## src/rtl/frac_lutk_arith_cfg_tile.sv

```systemverilog
// K-input fracturable LUT with carry logic, fed from a double-buffered config chain.
// Optional even-parity check on commit: define FRAC_LUTK_CFG_PARITY_EN.
module frac_lutk_arith_cfg_tile #(
  parameter int LUT_K  = 4,
  parameter int MODE_W = 2
) (
  input  logic             prog_clk,
  input  logic             pReset,
  input  logic             config_enable,
  input  logic             ccff_head,
  output logic             ccff_tail,
  input  logic [LUT_K-1:0] frac_in,
  input  logic             cin,
  output logic [1:0]       lut_half_out,
  output logic             lut_out,
  output logic             cout,
  output logic             cfg_done,
  output logic             cfg_err
);
  localparam int SRAM_N = 1 << LUT_K;
`ifdef FRAC_LUTK_CFG_PARITY_EN
  localparam int PAR_W = 1;
`else
  localparam int PAR_W = 0;
`endif
  localparam int CHAIN_LEN = SRAM_N + MODE_W + PAR_W;
  localparam int CNT_W     = $clog2(CHAIN_LEN + 1);
  localparam logic [CNT_W-1:0] CNT_MAX = CNT_W'(CHAIN_LEN);

  typedef enum logic [1:0] {IDLE, SHIFT, COMMIT} state_t;

  state_t               state;
  logic [CHAIN_LEN-1:0] chain;
  logic [CNT_W-1:0]     cnt;
  // Live config keeps only what the datapath uses: arith flag + table.
  logic                 act_arith;
  logic [SRAM_N-1:0]    act_sram;
  logic                 par_ok;

`ifdef FRAC_LUTK_CFG_PARITY_EN
  assign par_ok = ~^chain;
`else
  assign par_ok = 1'b1;
`endif

  assign ccff_tail = chain[CHAIN_LEN-1];

  always_ff @(posedge prog_clk or posedge pReset) begin
    if (pReset) begin
      state     <= IDLE;
      chain     <= '0;
      cnt       <= '0;
      act_arith <= 1'b0;
      act_sram  <= '0;
      cfg_done  <= 1'b0;
      cfg_err   <= 1'b0;
    end else begin
      case (state)
        IDLE: if (config_enable) begin
          chain    <= {chain[CHAIN_LEN-2:0], ccff_head};
          cnt      <= CNT_W'(1);
          cfg_done <= 1'b0;
          cfg_err  <= 1'b0;
          state    <= SHIFT;
        end
        SHIFT: begin
          if (config_enable) begin
            chain <= {chain[CHAIN_LEN-2:0], ccff_head};
            if (cnt != CNT_MAX) cnt <= cnt + CNT_W'(1);
          end else if (cnt == CNT_MAX) begin
            state <= COMMIT;
          end else begin
            cfg_err <= 1'b1;
            state   <= IDLE;
          end
        end
        COMMIT: begin
          if (par_ok) begin
            act_sram  <= chain[SRAM_N-1:0];
            act_arith <= chain[SRAM_N+1];
            cfg_done  <= 1'b1;
          end else begin
            cfg_err <= 1'b1;
          end
          // Chain is frozen this cycle; a held enable restarts the count from zero.
          if (config_enable) begin
            cnt   <= '0;
            state <= SHIFT;
          end else begin
            state <= IDLE;
          end
        end
        default: state <= IDLE;
      endcase
    end
  end

  logic [LUT_K-2:0] idx;
  logic             lo, hi;

  assign idx          = frac_in[LUT_K-2:0];
  assign lo           = act_sram[{1'b0, idx}];
  assign hi           = act_sram[{1'b1, idx}];
  assign lut_half_out = {hi, lo};

  // Arithmetic mode: lo is propagate, hi is generate.
  always_comb begin
    lut_out = frac_in[LUT_K-1] ? hi : lo;
    cout    = 1'b0;
    if (act_arith) begin
      lut_out = lo ^ cin;
      cout    = lo ? cin : hi;
    end
  end

endmodule

```

## config.mk

```make
export PLATFORM = sky130hd
export DESIGN_NAME = frac_lutk_arith_cfg_tile
export DESIGN_NICKNAME = d
export VERILOG_FILES = /design/src/rtl/frac_lutk_arith_cfg_tile.sv
export SDC_FILE = /design/constraint.sdc
export NUM_CORES = 1
export LEC_CHECK = 0
export CAP_MARGIN = 25
export CORE_UTILIZATION = 55
export DETAILED_ROUTE_END_ITERATION = 7
export PLACE_DENSITY_LB_ADDON = 0.05
export REMOVE_ABC_BUFFERS = 1
export SKIP_CTS_REPAIR_TIMING = 1
export SYNTH_ARGS = -nofsm -noshare
export SYNTH_HDL_FRONTEND = slang
export SYNTH_SLANG_ARGS = --single-unit
```

## constraint.sdc

```tcl
create_clock -name prog_clk -period 2.2 [get_ports prog_clk]
set_input_delay 0.44 -clock prog_clk [delete_from_list [all_inputs] [get_ports prog_clk]]
set_output_delay 0.44 -clock prog_clk [all_outputs]
set_load 0.1 [all_outputs]
```

* Word-level counts from Yosys, hierarchy flattened
Cells that the tools add are included.
** Cells by class
- Add/sub/neg operators :: 1
- Magnitude comparators :: 2
- Equal/unequal tests :: 10
- Multiplexer cells :: 23
- Bitwise operators :: 1
- Reduce and logical (&&, ||, !) cells :: 10
** Operators by type and width (number)
- $mux W5 :: 4
- $pmux W5 S3 :: 1
- $ne A2 B2 Y1 const B :: 6
- $mux W1 :: 10
- $bmux W1 S3 :: 2
- $mux W2 :: 3
- $pmux W2 S3 :: 1
- $reduce_and A2 Y1 :: 3
- $add A5 B1 Y5 const B :: 1
- $eq A5 B5 Y1 const B :: 1
- $lt A3 B5 Y1 const B :: 1
- $lt A4 B5 Y1 const B :: 1
- $ne A5 B5 Y1 const B :: 1
- $reduce_and A5 Y1 :: 1
- $pmux W1 S2 :: 2
- $reduce_and A4 Y1 :: 1
- $reduce_bool A2 Y1 :: 2
- $reduce_bool A3 Y1 :: 1
- $eq A2 B1 Y1 const B :: 1
- $eq A2 B2 Y1 const B :: 1
- $logic_not A2 Y1 :: 1
- $reduce_or A2 Y1 :: 1
- $xor A1 B1 Y1 :: 1
** Word-level totals
- Register bits :: 44
- Bits of input ports :: 9
- Output and inout bits :: 7

* Longest topological paths before layout
Gate-level depths: netlist (run 1).
- Word-level depth :: 4
- Depth in mapped cells :: 7

* Worst setup path after synthesis (run 1)
OpenSTA, ideal clock, no wires.
- Kind :: input to output
- From :: input port frac_in[0]
- To :: output port lut_out
- Arrival :: 2.934 ns
- Slack :: -1.174 ns
- Cell stages on the path :: 4
- Path buffers :: 0
- Cells stage by stage :: mux4_1 -> mux2_4 -> xnor2_1 -> mux2i_1
** Between the ends
- Cells in the longest elaborated chain, start to end :: 4
** Ends and longest elaborated chain
- from (decl) :: line 12 : input logic [LUT_K-1:0] frac_in,
- $bmux W1 S3 * :: line 102 : assign lo = act_sram[{1'b0, idx}];
- $mux W1 (implied by the code) * :: line 102
- named net lo :: line 99 : logic lo, hi;
- $mux W1 or $xor A1 B1 Y1 (tied branches) :: line 108, 111
- $mux W1 * :: line 110 : if (act_arith) begin
- to (decl) :: line 15 : output logic lut_out,
Mark *: on every way through the listed nets, which the timed path passes. The rest lies on a longest branch. The select of a mux whose other input is x is not followed.

* Final worst setup path (run 1)
- From :: register act_sram[5]
- To :: output port lut_out
** Between the ends
- Cells in the longest elaborated chain, start to end :: 4
** Ends and longest elaborated chain
- from (decl) :: line 37 : logic [SRAM_N-1:0] act_sram;
- from (signal assigned) :: line 79 : act_sram <= chain[SRAM_N-1:0];
- $bmux W1 S3 * :: line 102
- $mux W1 (implied by the code) * :: line 102
- $mux W1 or $xor A1 B1 Y1 (tied branches) :: line 108, 111
- $mux W1 * :: line 110
Every way passes the cells marked *; elsewhere a longest branch is shown, timed or not. The select of a mux whose other input is x is not followed.

==> flow_summary.ini, run 1 <==
[route]
viasPerCell = 5.570
via_count = 1242
drtPass1Iterations = 4
drt_iter0_drc = 41
drc = 0
wl_per_cell_um = 16.12
ant_nets = 0
postRouteWirelength_mm = 3.595

[clocking]
clkSlewWorstSetupHoldPaths_ns = 0.08
clkSinkCount = 44
clk_root_buffer_cell = clkbuf_8
cts_buffers = 5
cts_tree = done
clk_latency_ns = 0.28
cts_buffer_depth = 2
htreeDepth = 2

[hold_path]
min_from = chain[16]$_DFFE_PP0P_
hp-class = flip-flop to flip-flop

[worst_setup_path]
start_kind = flip-flop
end_kind = output port
crit_path_start = act_sram[5]$_DFFE_PP0N_
crit_type = flip-flop to output port
critPathRequiredTime_ns = 1.76
arrival_ns = 2.05
r2r-start = state[1]$_DFFE_PP0P_
cp_max_fo = 3

[sta]
slew_headroom_pct = 63.84
period_needed_ns = 2.488
rsz0062_at_grt = yes
setup_viol = 3
setup_slack_ns = -0.2876
finalCritPeriodShare_pct = 113.1
hold_violations = 0
slew_violations = 0
fin_worst_skew_ns = 0.002709
tightest_slew_ns = 0.5424
timing.fmax_mhz = 402.0

[flow_run]
cap_violations = 0

[cells_and_area]
drive_gt1_share_pct = 28.25
num_antenna_cells = 0
area_growth_pct = 20.97
fin_nets = 191
fin_util_pct = 71.72

[place]
gp_congestion = 0.7423
portBuffers = 15
hpwl_mm = 2.517
post-place-ws_ns = -0.6998

[status]
status = complete, but fails checks
violations = setup timing

[synthesis]
synthArstFlopShare_pct = 100.0
yosysUniqueCellTypes = 31
ys_warn_count = 0
synth_enable_flop_cells = 0
syn_area_um2 = 2041
netlist_instances = 148
synth-main-ff-cell = dfrtp_1
ys_seq_area_share_pct = 53.95
avgSynthCellArea_um2 = 13.79
ys_ff_latch = 44

[floorplan]
start_util_pct = 59.29
dieWidth_um = 62.91
dieArea_um2 = 3958
rows = 21
coreArea_um2 = 3442
ios = 16
fp.dieH_um = 62.91

[global_route]
grt_max_degree = 45
grtUsageTotal_pct = 20.31
antenna_found_initial = 0
grt_pass1_vias = 1323
globalRouteOverflowTotal = 0
grt_pass1_wl_mm = 6.203

[power_and_ir_drop]
p_leak_nw = 1.164
p_per_area_nw_per_um2 = 942.4
irDropWorstVdd_v = 0.0005973
p_total_mw = 2.326
[where the power goes]
group          leakage, nW  internal (mW)  switching, mW
clock network       0.0434          0.254          0.264
registers            0.575           1.01          0.152
logic                0.546          0.275          0.372
[critical path, cell delays in order (launching register included)]
cell and delay [ns]:
dfrtp_1 0.39, mux4_2 0.48, mux2_4 0.31, xnor2_1 0.13, mux2i_1 0.21, clkbuf_16 0.25
[flip-flops by register name, indices dropped and copies added (netlist names)]
| signal | count |
|---|---|
| chain | 18 |
| act_sram | 16 |
| cnt | 5 |
| state | 2 |
| act_arith | 1 |
| cfg_done | 1 |
| cfg_err | 1 |
[stage by stage]
step	hold WS (ns)	instances	setup TNS, ns	instance area (um^2)
after global placement	0.4622	212	-2.207	2332
final	0.4946	223	-0.6710	2469
after detailed placement	0.4780	212	-2.387	2332
after global routing	0.5319	223	-0.8823	2469
after CTS	0.4960	220	-2.425	2430
after floorplan	0.4488	141	-2.082	2004
[layout by cell type (no fill, tap or decap), drive strengths merged, types with 2 or more instances in the layout]
cell           count
clkdlybuf4s50      6
clkinvlp           2
o21ai              4
o2bb2ai            2
mux2i              3
mux4               4
dfrtp             44
nor2               5
o31ai              3
clkbuf             7
nand2b             3
mux2              37
a21oi              4
inv                5
a21boi             2
buf               20
ha                 6
nand2             10
[cells in the mapped netlist (2+ instances only)]
cell type	n	share of area (%)
a21oi_1	4	0.98
buf_2	2	0.49
buf_4	2	0.74
clkbuf_1	3	0.55
dfrtp_1	44	54
ha_1	6	3.7
inv_1	5	0.92
mux2_1	23	13
mux2_2	13	7.2
mux2i_1	3	1.5
mux4_1	4	5.2
nand2_1	10	1.8
nand2b_1	2	0.61
nor2_1	5	0.92
o21ai_1	3	0.74
o2bb2ai_1	2	0.86
o31ai_1	3	1.1
[area by class of cell]
type                            count  area, um^2
Clock buffer                        6       82.58
Tap cell                           46       57.56
Timing Repair Buffer               28       312.8
Sequential cell                    44        1101
Multi-Input combinational cell     92       880.8
Inverter                            5       18.77
Fill cell                         233       973.4
Clock inverter                      2       15.01
[path summary, 6_finish.rpt]
check	end	slack, ns	cells past startpoint
hold / removal	chain[17]$_DFFE_PP0P_	0.49	1
setup reg to reg	cnt[0]$_DFFE_PP0P_	0.25	6
max in group asynchronous	cnt[4]$_DFFE_PP0P_	1.23	3
min in group asynchronous	act_sram[8]$_DFFE_PP0N_	0.59	3
hold reg to reg	chain[17]$_DFFE_PP0P_	0.49	1
setup / recovery	lut_out	-0.29	5
[cells by family after synthesis]
| logic type | share of synthesized area [%] |
|---|---|
| compound gates | 5.825 |
| flops | 53.95 |
| simple gates | 5.764 |
| mux | 27.22 |
| xor+xnor | 0.8585 |
| fa+ha+maj | 3.679 |
| buf+inv | 2.698 |
[layer usage]
layer	GRT usage, %	vias up	share of wire [%]
li1	-	577	-
met1	26.57	645	47
met2	34.41	18	49
met3	3.650	2	2.8
met4	5.814	0	0.86
met5	0	-	0
Note: power is estimated with default switching activity, not from simulation.
==> inputs of run 2 (changes only) <==
Settings changed: CORE_ASPECT_RATIO set to 1.5.
==> run 2 against run 1 <==
- the flow still finishes with violations (setup timing)
- sequential power about the same
- critical endpoint unchanged
- highest routed layer unchanged
- hold slack got worse by 0.0092 ns
- die area increased by 0.14%
- largest power group unchanged
- critical path type unchanged
- core utilization decreased by 2.7 points
- non-clock buffer count decreased by 4
==> flow_summary.ini, run 2 (synthesis gave the netlist of run 1 again) <==
[status]
status = complete, but fails checks
violations = setup timing

[worst_setup_path]
r2r_setup_slack_ns = 0.14
end_kind = output port
start_kind = flip-flop
r2r-start = state[0]$_DFFE_PP0P_
arrival_ns = 2.08
crit_type = flip-flop to output port
critPathBufInv = 1
cp_slowest_stage_delay_ns = 0.46
crit_end = lut_out
cp_max_fo = 4
rr_endpoint = chain[5]$_DFFE_PP0P_
critical_path_depth = 5
crit_path_start = act_sram[0]$_DFFE_PP0N_
critPathRequiredTime_ns = 1.76
path_delay_family = multiplexers
cp_slowest_cell = mux4_2
rr_worst_depth = 4
crit_chain = mux4_2, mux2_4, xnor2_1, mux2i_1, clkbuf_16

[clocking]
clkSinkCount = 44
cts_tree = done
htreeDepth = 2
clkSlewWorstSetupHoldPaths_ns = 0.08
cts_buffers = 5
cts_buffer_depth = 2
clk_root_buffer_cell = clkbuf_8
clk_latency_ns = 0.30

[cells_and_area]
drive_gt1_share_pct = 26.01
largestRegisters = chain: 18 flops, act_sram: 16 flops, cnt: 5 flops
num_antenna_cells = 0
area_growth_pct = 17.66
regMostFlops = chain
mostFrequentLayoutCell = dfrtp_1
largest_reg_flops = 18
fillers = 267
final_cell_mix = 44 x dfrtp_1, 23 x mux2_1, 12 x mux2_2, 12 x buf_4, 10 x nand2_1
design_area_um2 = 2401
fin_nets = 187
layoutNonFillerInstCount = 215
fin_util_pct = 68.98

[place]
portBuffers = 15
gp_congestion = 0.8062
hpwl_mm = 2.513
postPlaceCellArea_um2 = 2300
dp_cells = 206

[power_and_ir_drop]
irDropWorstVdd_v = 0.0007968
p_per_area_nw_per_um2 = 955.9
sw_frac_of_total_pct = 34.63
p_total_mw = 2.295
clockPowerShare_pct = 21.9
p_leak_nw = 1.133
comb_power_share_pct = 27.6
internal_power_mw = 1.500
seqPwrFrac_pct = 50.6
p_sw_uw = 794.8

[sta]
rsz0062_at_grt = yes
timing.fmax_mhz = 396.5
fin_worst_skew_ns = 0.002889
setup_slack_ns = -0.3220
slew_headroom_pct = 40.48
tightest_slew_ns = 0.8927
finalCritPeriodShare_pct = 114.6
hold_violations = 0
slew_violations = 0
period_needed_ns = 2.522
setup_viol = 3

[floorplan]
dieArea_um2 = 3963
start_util_pct = 58.63
fp.dieH_um = 76.61
dieWidth_um = 51.74
ios = 16
coreArea_um2 = 3481
rows = 26

[global_route]
globalRouteOverflowTotal = 0
grt_max_degree = 45
grt_pass1_vias = 1294
antenna_found_initial = 0
grtUsageTotal_pct = 20.37
grt_pass1_wl_mm = 5.913

[route]
postRouteWirelength_mm = 3.550
wl_per_cell_um = 16.51
drt_iter0_drc = 25
drc = 0
ant_nets = 0
viasPerCell = 5.684
via_count = 1222
drtPass1Iterations = 4

[flow_run]
cap_violations = 0

[hold_path]
hp-class = flip-flop to flip-flop
run 2: changes by cell type in the layout (fill, tap and decap cells not counted):
| cell | change |
|---|---|
| buf_6 | -3 |
| buf_12 | -1 |
| clkbuf_1 | +1 |
| clkbuf_8 | -1 |
| clkinv_4 | +1 |
| clkinvlp_4 | -1 |
run 2: area by class of cell:
type | count | area [um^2] | area share [%]
Clock buffer | 6 | 72.57 | 3.022
Clock inverter | 2 | 16.27 | 0.6774
Inverter | 5 | 18.77 | 0.7817
Multi-Input combinational cell | 92 | 880.8 | 36.69
Sequential cell | 44 | 1101 | 45.86
Tap cell | 42 | 52.55 | 2.189
Timing Repair Buffer | 24 | 259.0 | 10.79
run 2: power by group through the flow:
stage	clock [mW]	combinational [mW]	sequential [mW]
after floorplan	0	0.372	1.24
after global placement	0	0.602	1.16
after CTS	0.516	0.638	1.17
after detailed placement	0	0.634	1.18
after global routing	0.553	0.688	1.19
final	0.502	0.633	1.16
run 2: worst min path at each step:
| stage | start | endpoint | slack (ns) | cells past startpoint |
|---|---|---|---|---|
| 2_1_floorplan | act_sram[1]$_DFFE_PP0N_ | act_sram[1]$_DFFE_PP0N_ | 0.45 | 1 |
| 3_3_place_gp | act_sram[8]$_DFFE_PP0N_ | act_sram[8]$_DFFE_PP0N_ | 0.46 | 1 |
| 3_5_place_dp | act_sram[8]$_DFFE_PP0N_ | act_sram[8]$_DFFE_PP0N_ | 0.47 | 1 |
| 4_1_cts | act_sram[8]$_DFFE_PP0N_ | act_sram[8]$_DFFE_PP0N_ | 0.49 | 1 |
| 5_1_grt | act_sram[8]$_DFFE_PP0N_ | act_sram[8]$_DFFE_PP0N_ | 0.53 | 1 |
| 6_report | chain[16]$_DFFE_PP0P_ | chain[17]$_DFFE_PP0P_ | 0.49 | 1 |
run 2: layer usage:
metal	vias to the layer above	part of all wire [%]	GRT usage, %
met1	627	42	23.19
met4	0	2.4	8.108
li1	568	-	-
met2	18	53	35.45
met3	9	2.5	4.790
met5	-	0	0
run 2: per-stage QoR:
stage               setup WS (ns)  hold WS [ns]  setup TNS, ns
floorplan                  -1.357        0.4488         -2.082
global placement          -0.6868        0.4617         -2.227
detailed placement        -0.7172        0.4683         -2.327
CTS                       -0.7287        0.4873         -2.356
global route              -0.4038        0.5306        -0.7682
finish                    -0.3220        0.4854        -0.5556
run 2: worst reg2reg max path, stage by stage (launching register included):
cell     delay (ns)
dfrtp_1        0.43
inv_1          0.09
ha_1           0.28
o21ai_2        0.72
mux2_2         0.42
==> RTL edit 1: new RTL, flow settings as in run 2 <==
Make the reset (`pReset`) synchronous in one clocked block.
--- a/src/rtl/frac_lutk_arith_cfg_tile.sv
+++ b/src/rtl/frac_lutk_arith_cfg_tile.sv
@@ -45,7 +45,7 @@
 
   assign ccff_tail = chain[CHAIN_LEN-1];
 
-  always_ff @(posedge prog_clk or posedge pReset) begin
+  always_ff @(posedge prog_clk) begin
     if (pReset) begin
       state     <= IDLE;
       chain     <= '0;
Behaviour: differs if pReset is asserted again (counterexample within 4 cycles, from zero or initial values and one cycle with pReset high); with pReset held inactive, the same outputs for 10 cycles.
==> RTL edit 1 against run 2 <==
The flow still finishes with violations (negative setup slack). Worst setup slack better by 89 ps. Routed wire length up 14%. Critical path type is now input pin to output pin. Sequential cell count stayed put. Non-clock buffer count grew 7. Final area down 2.3%. Clock skew fell by 0.70 ps. Synthesized area is 3.7% lower.
Power is not compared: it rests on default switching activity, and its combinational part moved more than twofold at a synthesized area within 25%.
==> RTL edit 1: results (changes against run 2) <==
----------------------------------------------------
[Run status]
  Outcome ... complete, but fails checks (unchanged)
  Violations in the final reports ... negative setup slack (unchanged)

[Clock network]
  Clock input transition at the sequential cells of the worst setup and hold paths ... 80 ps (about the same)
  Clock root cell ... clkbuf_8 (unchanged)

[Worst setup path]
  Register-to-register setup slack ... 450 ps (was 140 ps)
  Delay of the slowest cell on the worst path ... 320 ps (was 460 ps)
  Master of the slowest instance on the critical path ... mux2_4 (was mux4_2)
  Arrival time reported for the critical path endpoint ... 1990 ps (was 2080 ps)

[Yosys]
  Share of synthesized area spent on multiplexers ... 0.175 (was 0.272)
  Share of the synthesized netlist area taken by xor and xnor gates ... 0.00446 (was 0.00858)
  Top cell types by occurrence after synthesis ... dfxtp_1, nand2_1, a21oi_1 (was dfrtp_1, mux2_1, mux2_2)
  Synthesized instance count ... 216 (was 148)
  Post-synthesis adder-cell area fraction ... 0.0382 (was 0.0368)
  Compound-cell area share of the yosys netlist ... 0.115 (was 0.0582)
  Sequential element share of the synthesized area ... 0.448 (was 0.540)
  Netlist cell types ... 33 (was 31)
  Proportion of register bits with asynchronous set or reset after synthesis ... 0 (was 1.00)
  Synth top area cells ... dfxtp_1, mux2i_1, nand2_1 (was dfrtp_1, mux2_1, mux2_2)

[STA]
  Final worst-path setup slack ... -233 ps (was -322 ps)
  Final sum of negative setup slack ... -385 ps (was -556 ps)
  Max-slew headroom ... 0.706 (was 0.405)
  Worst hold slack across all endpoints ... 465 ps (was 485 ps)
  Setup Skew ... 2.19 ps (was 2.89 ps)
  Setup Viol. Count Final ... 2 (was 3)

[Global routing]
  Total routing usage reported by global routing ... 0.225 (was 0.204)
  Pin count of the biggest net entering global routing ... 34 (was 45)
  Global-route wire length before repair ... 6.33 mm (was 5.91 mm)
  Number of global-route vias before repair ... 1396 (was 1294)

[Drt]
  Average routed wire per standard cell ... 14.4 um (was 16.5 um)
  Initial detailed-routing violation count ... 31 (was 25)
  Routed vias/inst ... 5.57 (was 5.68)
  Routed vias ... 1564 (was 1222)

[Cells and area]
  Total number of nets in the final design ... 254 (was 187)
  Share of layout cells above drive strength 1 ... 0.209 (was 0.260)
  Filler Cells Inserted ... 293 (was 267)
  Area growth from synthesis to final layout ... 19.4% (was 17.7%)

[Placement]
  Number of cells after detailed placement ... 271 (was 206)
  Placed inst area ... 2230 um^2 (was 2300 um^2)
  Final estimated routing congestion in global placement ... 0.754 (was 0.806)
  Dpl ws ... -667 ps (was -717 ps)
  DPL Wire Length ... 2.88 mm (was 2.51 mm)

----------------------------------------------------
==> RTL edit 1: changes by cell type in the layout (fill, tap and decap cells not counted), moves of 11 or more <==
cell            run 2  this run
dfrtp_1            44         0
dfxtp_1             0        39
nand2_1            10        43
mux2_1             23         0
a21oi_1             4        25
nor2_1              5        24
mux2i_1             3        18
mux2_2             12         1
==> RTL edit 1: worst paths after layout <==
path         startpoint         to  depth (start not counted)
min reg2reg   chain[16]  chain[17]                          2
min           chain[16]  chain[17]                          2
max reg2reg    state[0]     cnt[4]                          5
max          frac_in[0]    lut_out                          8
==> RTL edit 1: logic make-up (layout without fill, tap and decap cells) <==
group,after synthesis,count (layout)
AO/OA/AOI/OAI,39,39
XOR/XNOR,1,1
adder cells (fa/ha/maj),6,6
buffers and inverters,19,42
flip-flops,44,44
multiplexers,27,27
AND/OR/NAND/NOR,80,80
==> RTL edit 1: layer usage <==
metal | track usage | vias up | wire length [um]
met3 | 0.0525 | 10 | 172
li1 | - | 784 | -
met4 | 0.0926 | 0 | 104
met2 | 0.394 | 37 | 2020
met5 | 0 | - | 0
met1 | 0.264 | 733 | 1740
==> RTL edit 1: final cells by class <==
| cell class | count | share of cell area |
|---|---|---|
| clock buffers | 5 | 0.0293 |
| clock inverters | 2 | 0.00533 |
| inverters | 4 | 0.00640 |
| multi-input cells | 153 | 0.427 |
| flip-flops and latches | 44 | 0.378 |
| well taps | 42 | 0.0224 |
| repair buffers | 31 | 0.131 |
==> RTL edit 1: power groups by stage <==
stage	logic, mW	registers, mW	clock network (mW)
floorplan	0.0538	0.828	0
global placement	0.113	0.826	0
detailed placement	0.118	0.827	0
CTS	0.119	0.808	0.491
global route	0.134	0.809	0.519
finish	0.123	0.808	0.474
==> RTL edit 2: new RTL, flow settings as in run 2 <==
Without the edit above. Change the parameter `LUT_K` from 4 to 6.
--- a/src/rtl/frac_lutk_arith_cfg_tile.sv
+++ b/src/rtl/frac_lutk_arith_cfg_tile.sv
@@ -1,7 +1,7 @@
 // K-input fracturable LUT with carry logic, fed from a double-buffered config chain.
 // Optional even-parity check on commit: define FRAC_LUTK_CFG_PARITY_EN.
 module frac_lutk_arith_cfg_tile #(
-  parameter int LUT_K  = 4,
+  parameter int LUT_K  = 6,
   parameter int MODE_W = 2
 ) (
   input  logic             prog_clk,
Interface: changed (resized frac_in); port bits go from 16 to 18. The function was not compared with the original's and may differ.
==> RTL edit 2 against run 2 <==
The flow still finishes with violations (negative setup slack). Worst setup slack lost 120 ps. Sequential share of layout area grew 1.4 points. Synthesized area rose to 3.0 times the old value. Total power increased to 3.2 times the old value. Sequential cell count grew 98. Die area increased to 2.9 times the old value. Routed wire length grew to 3.1 times the old value. Clock power rose to 6.2 times the old value. Final area increased to 3.1 times the old value.
==> RTL edit 2: results (changes against run 2) <==
----------------------------------------------------
[Run status]
  Outcome ... complete, but fails checks (unchanged)
  Violations in the final reports ... negative setup slack (unchanged)

[Worst setup path]
  Arrival time reported for the critical path endpoint ... 2210 ps (was 2080 ps)
  Endpoint of the most critical setup path ... cout (was lut_out)
  Register-to-register setup slack ... 190 ps (was 140 ps)
  Gate family responsible for the most delay along the worst path ... buffers and inverters (was multiplexers)
  Master of the slowest instance on the critical path ... o22ai_2 (was mux4_2)
  Delay of the slowest cell on the worst path ... 220 ps (was 460 ps)
  Reg2Reg Depth ... 9 (was 4)

[Drt]
  Initial detailed-routing violation count ... 178 (was 25)
  Routed vias ... 3514 (was 1222)
  WL met2 ... 5.90 mm (was 1.90 mm)
  Routed WL ... 11.1 mm (was 3.55 mm)
  Average routed wire per standard cell ... 17.5 um (was 16.5 um)

[Global routing]
  Total routing usage reported by global routing ... 0.202 (was 0.204)
  Number of global-route vias before repair ... 3608 (was 1294)
  Met1 layer usage reported by global route ... 0.252 (was 0.232)
  Initial antenna violation count ... 1 (was 0)

[Placement]
  DPL Wire Length ... 7.06 mm (was 2.51 mm)
  Number of cells after detailed placement ... 595 (was 206)
  Count of input and output buffers ... 17 (was 15)
  Final estimated routing congestion in global placement ... 0.871 (was 0.806)
  Dpl ws ... -789 ps (was -717 ps)

[Yosys]
  Mean area per synthesized cell ... 14.2 um^2 (was 13.8 um^2)
  Share of the synthesized netlist area taken by xor and xnor gates ... 0 (was 0.00858)
  Netlist cell types ... 38 (was 31)

[STA]
  Final worst-path setup slack ... -446 ps (was -322 ps)
  Setup Viol. Count Final ... 3 (unchanged)
  Transition time at the pin with the least slew margin ... 535 ps (was 893 ps)

[Power and ir drop]
  Peak supply drop ... 667 uV (was 797 uV)
  Leak pwr ... 3.74 nW (was 1.13 nW)

[Cells and area]
  Top Registers ... chain (66), act_sram (64), cnt (7) (was chain (18), act_sram (16), cnt (5))
  Share of layout cells above drive strength 1 ... 0.351 (was 0.260)

[Worst hold path]
  Class of the worst hold path ... input pin to asynchronous set/reset pin (was flip-flop to flip-flop)

[Clock network]
  Number of levels in the clock H-tree ... 4 (was 2)

----------------------------------------------------
==> RTL edit 2: area by class of cell <==
type,count,area share
inverter,6,0.00366
timing repair buffer,44,0.0702
clock inverter,10,0.0244
multi-input combinational,261,0.342
antenna,1,0.000333
clock buffer,22,0.0630
tap,147,0.0244
sequential,142,0.472
==> RTL edit 2: through the flow <==
step	setup TNS, ps	area (um^2)	utilization	hold slack (ps)
2_1_floorplan	-480100	6000	-	441
3_3_place_gp	-1880	6630	0.603	457
3_5_place_dp	-2420	6630	0.603	469
4_1_cts	-2440	7290	0.663	372
5_1_grt	-1360	7520	0.684	390
6_report	-994	7520	0.684	373
==> RTL edit 2: power breakdown <==
group	switching, mW	internal [mW]	total, mW	leakage [nW]
sequential	0.197	2.89	3.08	1.94
clock	1.03	2.10	3.13	0.316
combinational	0.589	0.485	1.07	1.49
